===== config.mk =====
export PLATFORM = sky130hd
export DESIGN_NAME = wb_trace_buffer
export DESIGN_NICKNAME = d
export VERILOG_FILES = /design/src/rtl/wb_trace_pkg.sv /design/src/rtl/trace_fifo_mem.sv /design/src/rtl/wb_trace_buffer.sv
export SDC_FILE = /design/constraint.sdc
export NUM_CORES = 1
export LEC_CHECK = 0
export CORE_MARGIN = 1
export CORE_UTILIZATION = 55
export CTS_CLUSTER_SIZE = 25
export DETAILED_ROUTE_END_ITERATION = 10
export DONT_BUFFER_PORTS = 1
export GPL_TIMING_DRIVEN = 0
export PLACE_DENSITY = 0.82
export SYNTH_ARGS = -nofsm -noshare
export SYNTH_HDL_FRONTEND = slang
export SYNTH_SLANG_ARGS = --single-unit

===== constraint.sdc =====
create_clock -name clock -period 6.7 [get_ports clock]
set_input_delay 0.335 -clock clock [delete_from_list [all_inputs] [get_ports clock]]
set_output_delay 0.335 -clock clock [all_outputs]
set_load 0.02 [all_outputs]

===== src/rtl/wb_trace_pkg.sv =====
// Shared types and constants for the writeback trace buffer.
// Optional drop counter is enabled by defining WB_TRACE_DROPCNT_EN.
package wb_trace_pkg;
  localparam int RD_W       = 5;
  localparam int CYC_W_DEF  = 12;
  localparam int DATA_W_DEF = 32;

  localparam logic [RD_W-1:0] REG_X0 = 5'd0;

  typedef struct packed {
    logic [CYC_W_DEF-1:0]  cycle;
    logic [RD_W-1:0]       rd;
    logic [DATA_W_DEF-1:0] data;
  } trace_entry_t;

  localparam int ENTRY_W = $bits(trace_entry_t);

  function automatic int entry_width(input int cyc_w, input int data_w);
    return cyc_w + RD_W + data_w;
  endfunction
endpackage


===== src/rtl/trace_fifo_mem.sv =====
// Trace FIFO storage: one synchronous write port, one asynchronous read port.
module trace_fifo_mem #(
  parameter int DEPTH = 16,
  parameter int WIDTH = 49
) (
  input  logic                     clock,
  input  logic                     write_en,
  input  logic [$clog2(DEPTH)-1:0] write_addr,
  input  logic [WIDTH-1:0]         write_data,
  input  logic [$clog2(DEPTH)-1:0] read_addr,
  output logic [WIDTH-1:0]         read_data
);
  logic [WIDTH-1:0] mem [DEPTH];

  always_ff @(posedge clock) begin
    if (write_en) mem[write_addr] <= write_data;
  end

  assign read_data = mem[read_addr];
endmodule


===== src/rtl/wb_trace_buffer.sv =====
// Timestamped capture of regfile writebacks into a show-ahead circular FIFO.
// Define WB_TRACE_DROPCNT_EN to build the saturating dropped-event counter.
module wb_trace_buffer
  import wb_trace_pkg::*;
#(
  parameter int DEPTH  = 16,
  parameter int CYC_W  = 12,
  parameter int DATA_W = 32,
  parameter int DROP_W = 16
) (
  input  logic                     clock,
  input  logic                     reset,
  input  logic                     enable,
  input  logic                     clear,
  input  logic                     ctrl_writeEnable,
  input  logic [RD_W-1:0]          ctrl_writeReg,
  input  logic [DATA_W-1:0]        data_writeReg,
  output logic                     out_valid,
  input  logic                     out_ready,
  output logic [CYC_W-1:0]         out_cycle,
  output logic [RD_W-1:0]          out_rd,
  output logic [DATA_W-1:0]        out_data,
  output logic [$clog2(DEPTH):0]   count,
  output logic                     overflow,
  output logic [DROP_W-1:0]        drop_count
);
  localparam int AW = $clog2(DEPTH);
  localparam int EW = entry_width(CYC_W, DATA_W);
  localparam logic [AW:0] FULL_CNT = (AW+1)'(DEPTH);
  localparam logic [AW:0] PTR_ONE  = (AW+1)'(1);

  logic [AW:0]      wr_ptr, rd_ptr;
  logic [CYC_W-1:0] cycle_cnt;
  logic [EW-1:0]    wr_entry, rd_entry;
  logic             full, push_req, pop, push_ok, drop;

  assign count    = wr_ptr - rd_ptr;
  assign full     = (count == FULL_CNT);
  assign out_valid = (count != '0);
  assign push_req = enable && ctrl_writeEnable && (ctrl_writeReg != REG_X0);
  assign pop      = out_valid && out_ready;
  assign push_ok  = push_req && (!full || pop);
  assign drop     = push_req && full && !pop;
  assign wr_entry = {cycle_cnt, ctrl_writeReg, data_writeReg};

  trace_fifo_mem #(.DEPTH(DEPTH), .WIDTH(EW)) u_mem (
    .clock      (clock),
    .write_en   (push_ok && !clear),
    .write_addr (wr_ptr[AW-1:0]),
    .write_data (wr_entry),
    .read_addr  (rd_ptr[AW-1:0]),
    .read_data  (rd_entry)
  );

  // Storage is not reset, so the head fields are forced to zero while empty.
  assign out_cycle = out_valid ? rd_entry[EW-1 -: CYC_W]   : '0;
  assign out_rd    = out_valid ? rd_entry[DATA_W +: RD_W]  : '0;
  assign out_data  = out_valid ? rd_entry[DATA_W-1:0]      : '0;

  always_ff @(posedge clock or posedge reset) begin
    if (reset) begin
      wr_ptr    <= '0;
      rd_ptr    <= '0;
      cycle_cnt <= '0;
      overflow  <= 1'b0;
    end else if (clear) begin
      wr_ptr    <= '0;
      rd_ptr    <= '0;
      cycle_cnt <= '0;
      overflow  <= 1'b0;
    end else begin
      if (enable)  cycle_cnt <= cycle_cnt + CYC_W'(1);
      if (push_ok) wr_ptr    <= wr_ptr + PTR_ONE;
      if (pop)     rd_ptr    <= rd_ptr + PTR_ONE;
      if (drop)    overflow  <= 1'b1;
    end
  end

`ifdef WB_TRACE_DROPCNT_EN
  logic [DROP_W-1:0] drop_cnt;

  always_ff @(posedge clock or posedge reset) begin
    if (reset) begin
      drop_cnt <= '0;
    end else if (clear) begin
      drop_cnt <= '0;
    end else if (drop && (drop_cnt != '1)) begin
      drop_cnt <= drop_cnt + DROP_W'(1);
    end
  end

  assign drop_count = drop_cnt;
`else
  assign drop_count = '0;
`endif
endmodule


==> impl_results.html <==
<table>
<tr><th>Metric</th><th>Value</th></tr>
<tr><th colspan="2">Run status</th></tr>
<tr><td>Outcome</td><td>complete, no violations</td></tr>
<tr><th colspan="2">GRT</th></tr>
<tr><td>Global-route wire length before repair</td><td>116000 um</td></tr>
<tr><td>Global-route usage over all layers</td><td>0.276</td></tr>
<tr><td>Antenna violations before repair</td><td>4</td></tr>
<tr><td>Largest net degree at the start of global routing</td><td>25</td></tr>
<tr><td>Via count of the first global-routing pass</td><td>17300</td></tr>
<tr><td>Sum of overflow across all layers after global routing</td><td>0</td></tr>
<tr><th colspan="2">Critical path</th></tr>
<tr><td>Worst-path cell chain</td><td>buf_2 -&gt; buf_1 -&gt; inv_2 -&gt; buf_2 -&gt; ha_1 -&gt; xor2_1 -&gt; nand4b_1 -&gt; a22oi_1 -&gt; buf_2 -&gt; clkbuf_1 -&gt; a211oi_1</td></tr>
<tr><td>Critical-path top delay cell</td><td>a211oi_1</td></tr>
<tr><td>Buffers &amp; Inverters on Critical Path</td><td>6</td></tr>
<tr><td>Cell repeated most along the worst path</td><td>buf_2</td></tr>
<tr><td>Path type of the worst setup path</td><td>flip-flop to output pin</td></tr>
<tr><td>Maximum single-stage delay on the critical path</td><td>0.98 ns</td></tr>
<tr><td>Crit path max fanout</td><td>10</td></tr>
<tr><td>Required time of the critical path</td><td>6.36 ns</td></tr>
<tr><td>Crit. End Element</td><td>output pin</td></tr>
<tr><td>Type of origin of the critical path</td><td>flip-flop</td></tr>
<tr><td>Data arrival time of the critical path</td><td>5.67 ns</td></tr>
<tr><td>Largest delay share family, worst path</td><td>buffers and inverters</td></tr>
<tr><th colspan="2">Floorplan</th></tr>
<tr><td>Core Region</td><td>56500 sq um</td></tr>
<tr><td>Initial core utilization</td><td>0.559</td></tr>
<tr><td>Die Outline Area</td><td>58300 sq um</td></tr>
<tr><td>Total number of placement rows</td><td>87</td></tr>
<tr><td>Chip height</td><td>242 um</td></tr>
<tr><td>Width of the die</td><td>242 um</td></tr>
<tr><td>Number of top-level pins</td><td>115</td></tr>
<tr><th colspan="2">Timing</th></tr>
<tr><td>Upper clock frequency limit</td><td>166 MHz</td></tr>
<tr><td>Part of the cycle the worst path needs</td><td>0.897</td></tr>
<tr><td>Setup-violating endpoint count in the final report</td><td>0</td></tr>
<tr><td>Setup slack of the critical path after layout</td><td>0.691 ns</td></tr>
<tr><td>Measured slew at the worst slew-check pin</td><td>1.12 ns</td></tr>
<tr><td>Final-layout setup total negative slack</td><td>0 ns</td></tr>
<tr><td>Final worst path period need</td><td>6.01 ns</td></tr>
<tr><td>Tightest hold margin</td><td>0.0443 ns</td></tr>
<tr><td>Fin Clk Skew</td><td>0.0237 ns</td></tr>
<tr><td>RSZ-0062 raised after global routing</td><td>false</td></tr>
<tr><td>Count of final hold-check violations</td><td>0</td></tr>
<tr><td>Worst slew margin relative to its limit</td><td>0.252</td></tr>
<tr><td>Final slew viol count</td><td>0</td></tr>
<tr><th colspan="2">Power</th></tr>
<tr><td>Leakage component of the power</td><td>0.0118 uW</td></tr>
<tr><td>Worst IR Drop VDD</td><td>0.000174 V</td></tr>
<tr><td>Total power per unit cell area</td><td>350 nW/um^2</td></tr>
<tr><th colspan="2">Logic synthesis</th></tr>
<tr><td>Synth Warn #</td><td>0</td></tr>
<tr><td>Post-synthesis sequential area ratio</td><td>0.764</td></tr>
<tr><td>Synthesized netlist cell count</td><td>1498</td></tr>
<tr><td>Mapped Area</td><td>31600 sq um</td></tr>
<tr><td>Number of distinct library cells after synthesis</td><td>43</td></tr>
<tr><td>Number of synthesized register bits</td><td>807</td></tr>
<tr><td>Average cell area after synthesis</td><td>21.1 sq um</td></tr>
<tr><th colspan="2">Worst hold path</th></tr>
<tr><td>Kind of path behind the tightest hold check</td><td>input port to flip-flop</td></tr>
<tr><th colspan="2">Placed design</th></tr>
<tr><td>Buffers added on ports</td><td>0</td></tr>
<tr><td>Routability Congestion</td><td>0.779</td></tr>
<tr><td>HPWL after detailed placement</td><td>44100 um</td></tr>
<tr><td>Dpl cells</td><td>2301</td></tr>
<tr><td>Placed instance area</td><td>33400 sq um</td></tr>
<tr><td>DP Worst Slack</td><td>1.21 ns</td></tr>
<tr><th colspan="2">CTS</th></tr>
<tr><td>Clk slew on worst S/H paths</td><td>0.06 ns</td></tr>
<tr><td>Cell at the root of the clock tree</td><td>clkbuf_16</td></tr>
<tr><td>Worst skew pair latency</td><td>0.62 ns</td></tr>
<tr><td>Clock tree from TritonCTS</td><td>yes</td></tr>
<tr><td>Deepest clock path buffer count</td><td>3</td></tr>
<tr><td>Number of setup buffers added after CTS</td><td>0</td></tr>
<tr><td>Clock sink count</td><td>807</td></tr>
<tr><td>Maximum level of the CTS H-tree</td><td>3</td></tr>
<tr><td>Number of clock buffers inserted by TritonCTS</td><td>77</td></tr>
<tr><th colspan="2">Detailed routing</th></tr>
<tr><td>Overall via count from detail_route</td><td>16600</td></tr>
<tr><td>Average detailed-routed wire length per instance</td><td>31.8 um</td></tr>
<tr><td>DRT Wirelength</td><td>79200 um</td></tr>
<tr><td>Starting DRT DRC Count</td><td>2268</td></tr>
<tr><td>Mean number of vias per cell</td><td>6.66</td></tr>
<tr><td>Drt first pass iters</td><td>7</td></tr>
<tr><td>DRC violation count after routing</td><td>0</td></tr>
<tr><td>Number of antenna-violating nets in the routed design</td><td>0</td></tr>
<tr><th colspan="2">Finish</th></tr>
<tr><td>Relative area change from synthesis to final layout</td><td>15.1%</td></tr>
<tr><td>Multi-input combinational cell area</td><td>7050 sq um</td></tr>
<tr><td>Number of cells in the finished layout apart from fillers</td><td>2490</td></tr>
<tr><td>Nets@finish</td><td>1718</td></tr>
<tr><td>Final cell area excluding filler cells</td><td>36300 sq um</td></tr>
<tr><td>Area of all sequential standard cells</td><td>24100 sq um</td></tr>
<tr><td>FILL cells</td><td>3357</td></tr>
<tr><td>Ratio of cells with drive above 1 in the final layout</td><td>0.243</td></tr>
<tr><th colspan="2">Run</th></tr>
<tr><td>Max-cap viol count</td><td>0</td></tr>
</table>
[cells in the mapped netlist (all sizes together)]
cell,count,area (sq um)
conb,1,3.75
a21oi,9,45.0
nor2,33,124
fa,1,20.0
ha,10,125
nand2b,4,25.0
nor3b,1,7.51
and3,50,313
xnor2,2,17.5
nor2b,4,25.0
xor2,9,78.8
mux2,5,56.3
mux4,196,4410
buf,64,392
or3b,2,17.5
edfxtp,784,23500
inv,14,52.6
nand4b,1,8.76
nand3b,4,30.0
and4,2,17.5
or3,7,43.8
clkbuf,33,124
o21ai,7,35.0
a21o,1,7.51
a22oi,1,7.51
nand3,2,10.0
or4,1,11.3
a211o,1,8.76
nand2,112,420
and2,1,6.26
dfrtp,23,576
o311a,1,10.0
o21a,2,15.0
mux2i,52,521
nand4,6,43.8
a211oi,49,368
o211ai,3,32.5
[worst paths after layout]
kind | depth (start not counted) | start | slack [ns] | end
max | 11 | rd_ptr[2]$_DFFE_PP0P_ | 0.69 | out_data[20]
min | 2 | out_ready | 0.04 | rd_ptr[1]$_DFFE_PP0P_
max reg2reg | 13 | rd_ptr[2]$_DFFE_PP0P_ | 0.98 | u_mem.mem[8][6]$_DFFE_PP_
min reg2reg | 2 | rd_ptr[4]$_DFFE_PP0P_ | 0.59 | rd_ptr[4]$_DFFE_PP0P_
max in group asynchronous | 2 | reset | 5.62 | cycle_cnt[5]$_DFFE_PP0P_
min in group asynchronous | 2 | reset | 0.43 | wr_ptr[4]$_DFFE_PP0P_
[sequential cells by signal, indices dropped and copies added (netlist names)]
| signal | flops |
|---|---|
| cycle_cnt | 12 |
| u_mem.mem | 784 |
| wr_ptr | 5 |
| overflow | 1 |
| rd_ptr | 5 |
[power breakdown]
| group | internal (uW) | total (uW) | leakage, uW | switching, uW |
|---|---|---|---|---|
| Combinational | 1010 | 2840 | 0.00319 | 1830 |
| Sequential | 5550 | 5570 | 0.00745 | 21.7 |
| Clock | 2440 | 4290 | 0.00119 | 1840 |
[cell type report]
type	instances	share of cell area
buffer	97	0.0142
sequential	807	0.664
antenna	8	0.000551
clock inverter	41	0.00972
clock buffer	100	0.0578
multi-input combinational	595	0.194
tap	756	0.0260
timing repair buffer	72	0.0322
inverter	14	0.00145
[cell usage in the layout, fill, tap and decap left out, types with 10 or more instances in the layout]
cell           instances
nor2_4                16
ha_1                  10
nor2_1                17
nand2_1              112
a211oi_1              49
mux2i_1               52
buf_2                 25
mux4_2               196
dlygate4sd3_1         40
clkinv_2              13
edfxtp_1             784
clkinv_1              16
buf_4                 32
buf_12                15
clkbuf_1              52
buf_16                17
dfrtp_1               23
conb_1                16
inv_1                 12
and3_1                50
clkbuf_16             81
[layer usage]
metal,track usage,wire [um],up-vias
li1,-,-,6482
met5,0,0,-
met3,0.0645,8750,288
met2,0.457,39700,1341
met1,0.344,26900,8463
met4,0.138,3890,0
[cells by family after synthesis]
logic type / count (synthesis) / synth area share
flops: 807 / 0.764
mux: 253 / 0.158
simple gates: 230 / 0.0350
buf+inv: 111 / 0.0180
compound gates: 74 / 0.0168
fa+ha+maj: 11 / 0.00460
xor+xnor: 11 / 0.00305
other cells: 1 / 0.000119
[worst reg2reg max path, cell delays in order (launching register included)]
cell and delay [ns]:
dfrtp_1 0.43, buf_2 0.32, buf_1 0.61, inv_2 0.28
buf_2 0.34, ha_1 0.41, xor2_1 0.65, nand4b_1 0.25
and2_1 0.16, buf_2 0.20, o211ai_2 0.45, nor2_4 0.81
buf_16 0.26, buf_12 0.21
[metrics by stage]
step	utilization	total power (uW)
after global routing	0.643	13100
after CTS	0.642	12700
after detailed placement	0.592	8370
final	0.643	12700
after global placement	0.576	8290
after floorplan	-	7660
[repair_timing]
| item | in CTS | in global routing |
|---|---|---|
| endpoints found under the hold margin | 620 | 0 |
| hold buffers | 40 | 0 |
| resized for setup | 0 | 0 |
No activity file was read; power rests on OpenSTA's default activity.
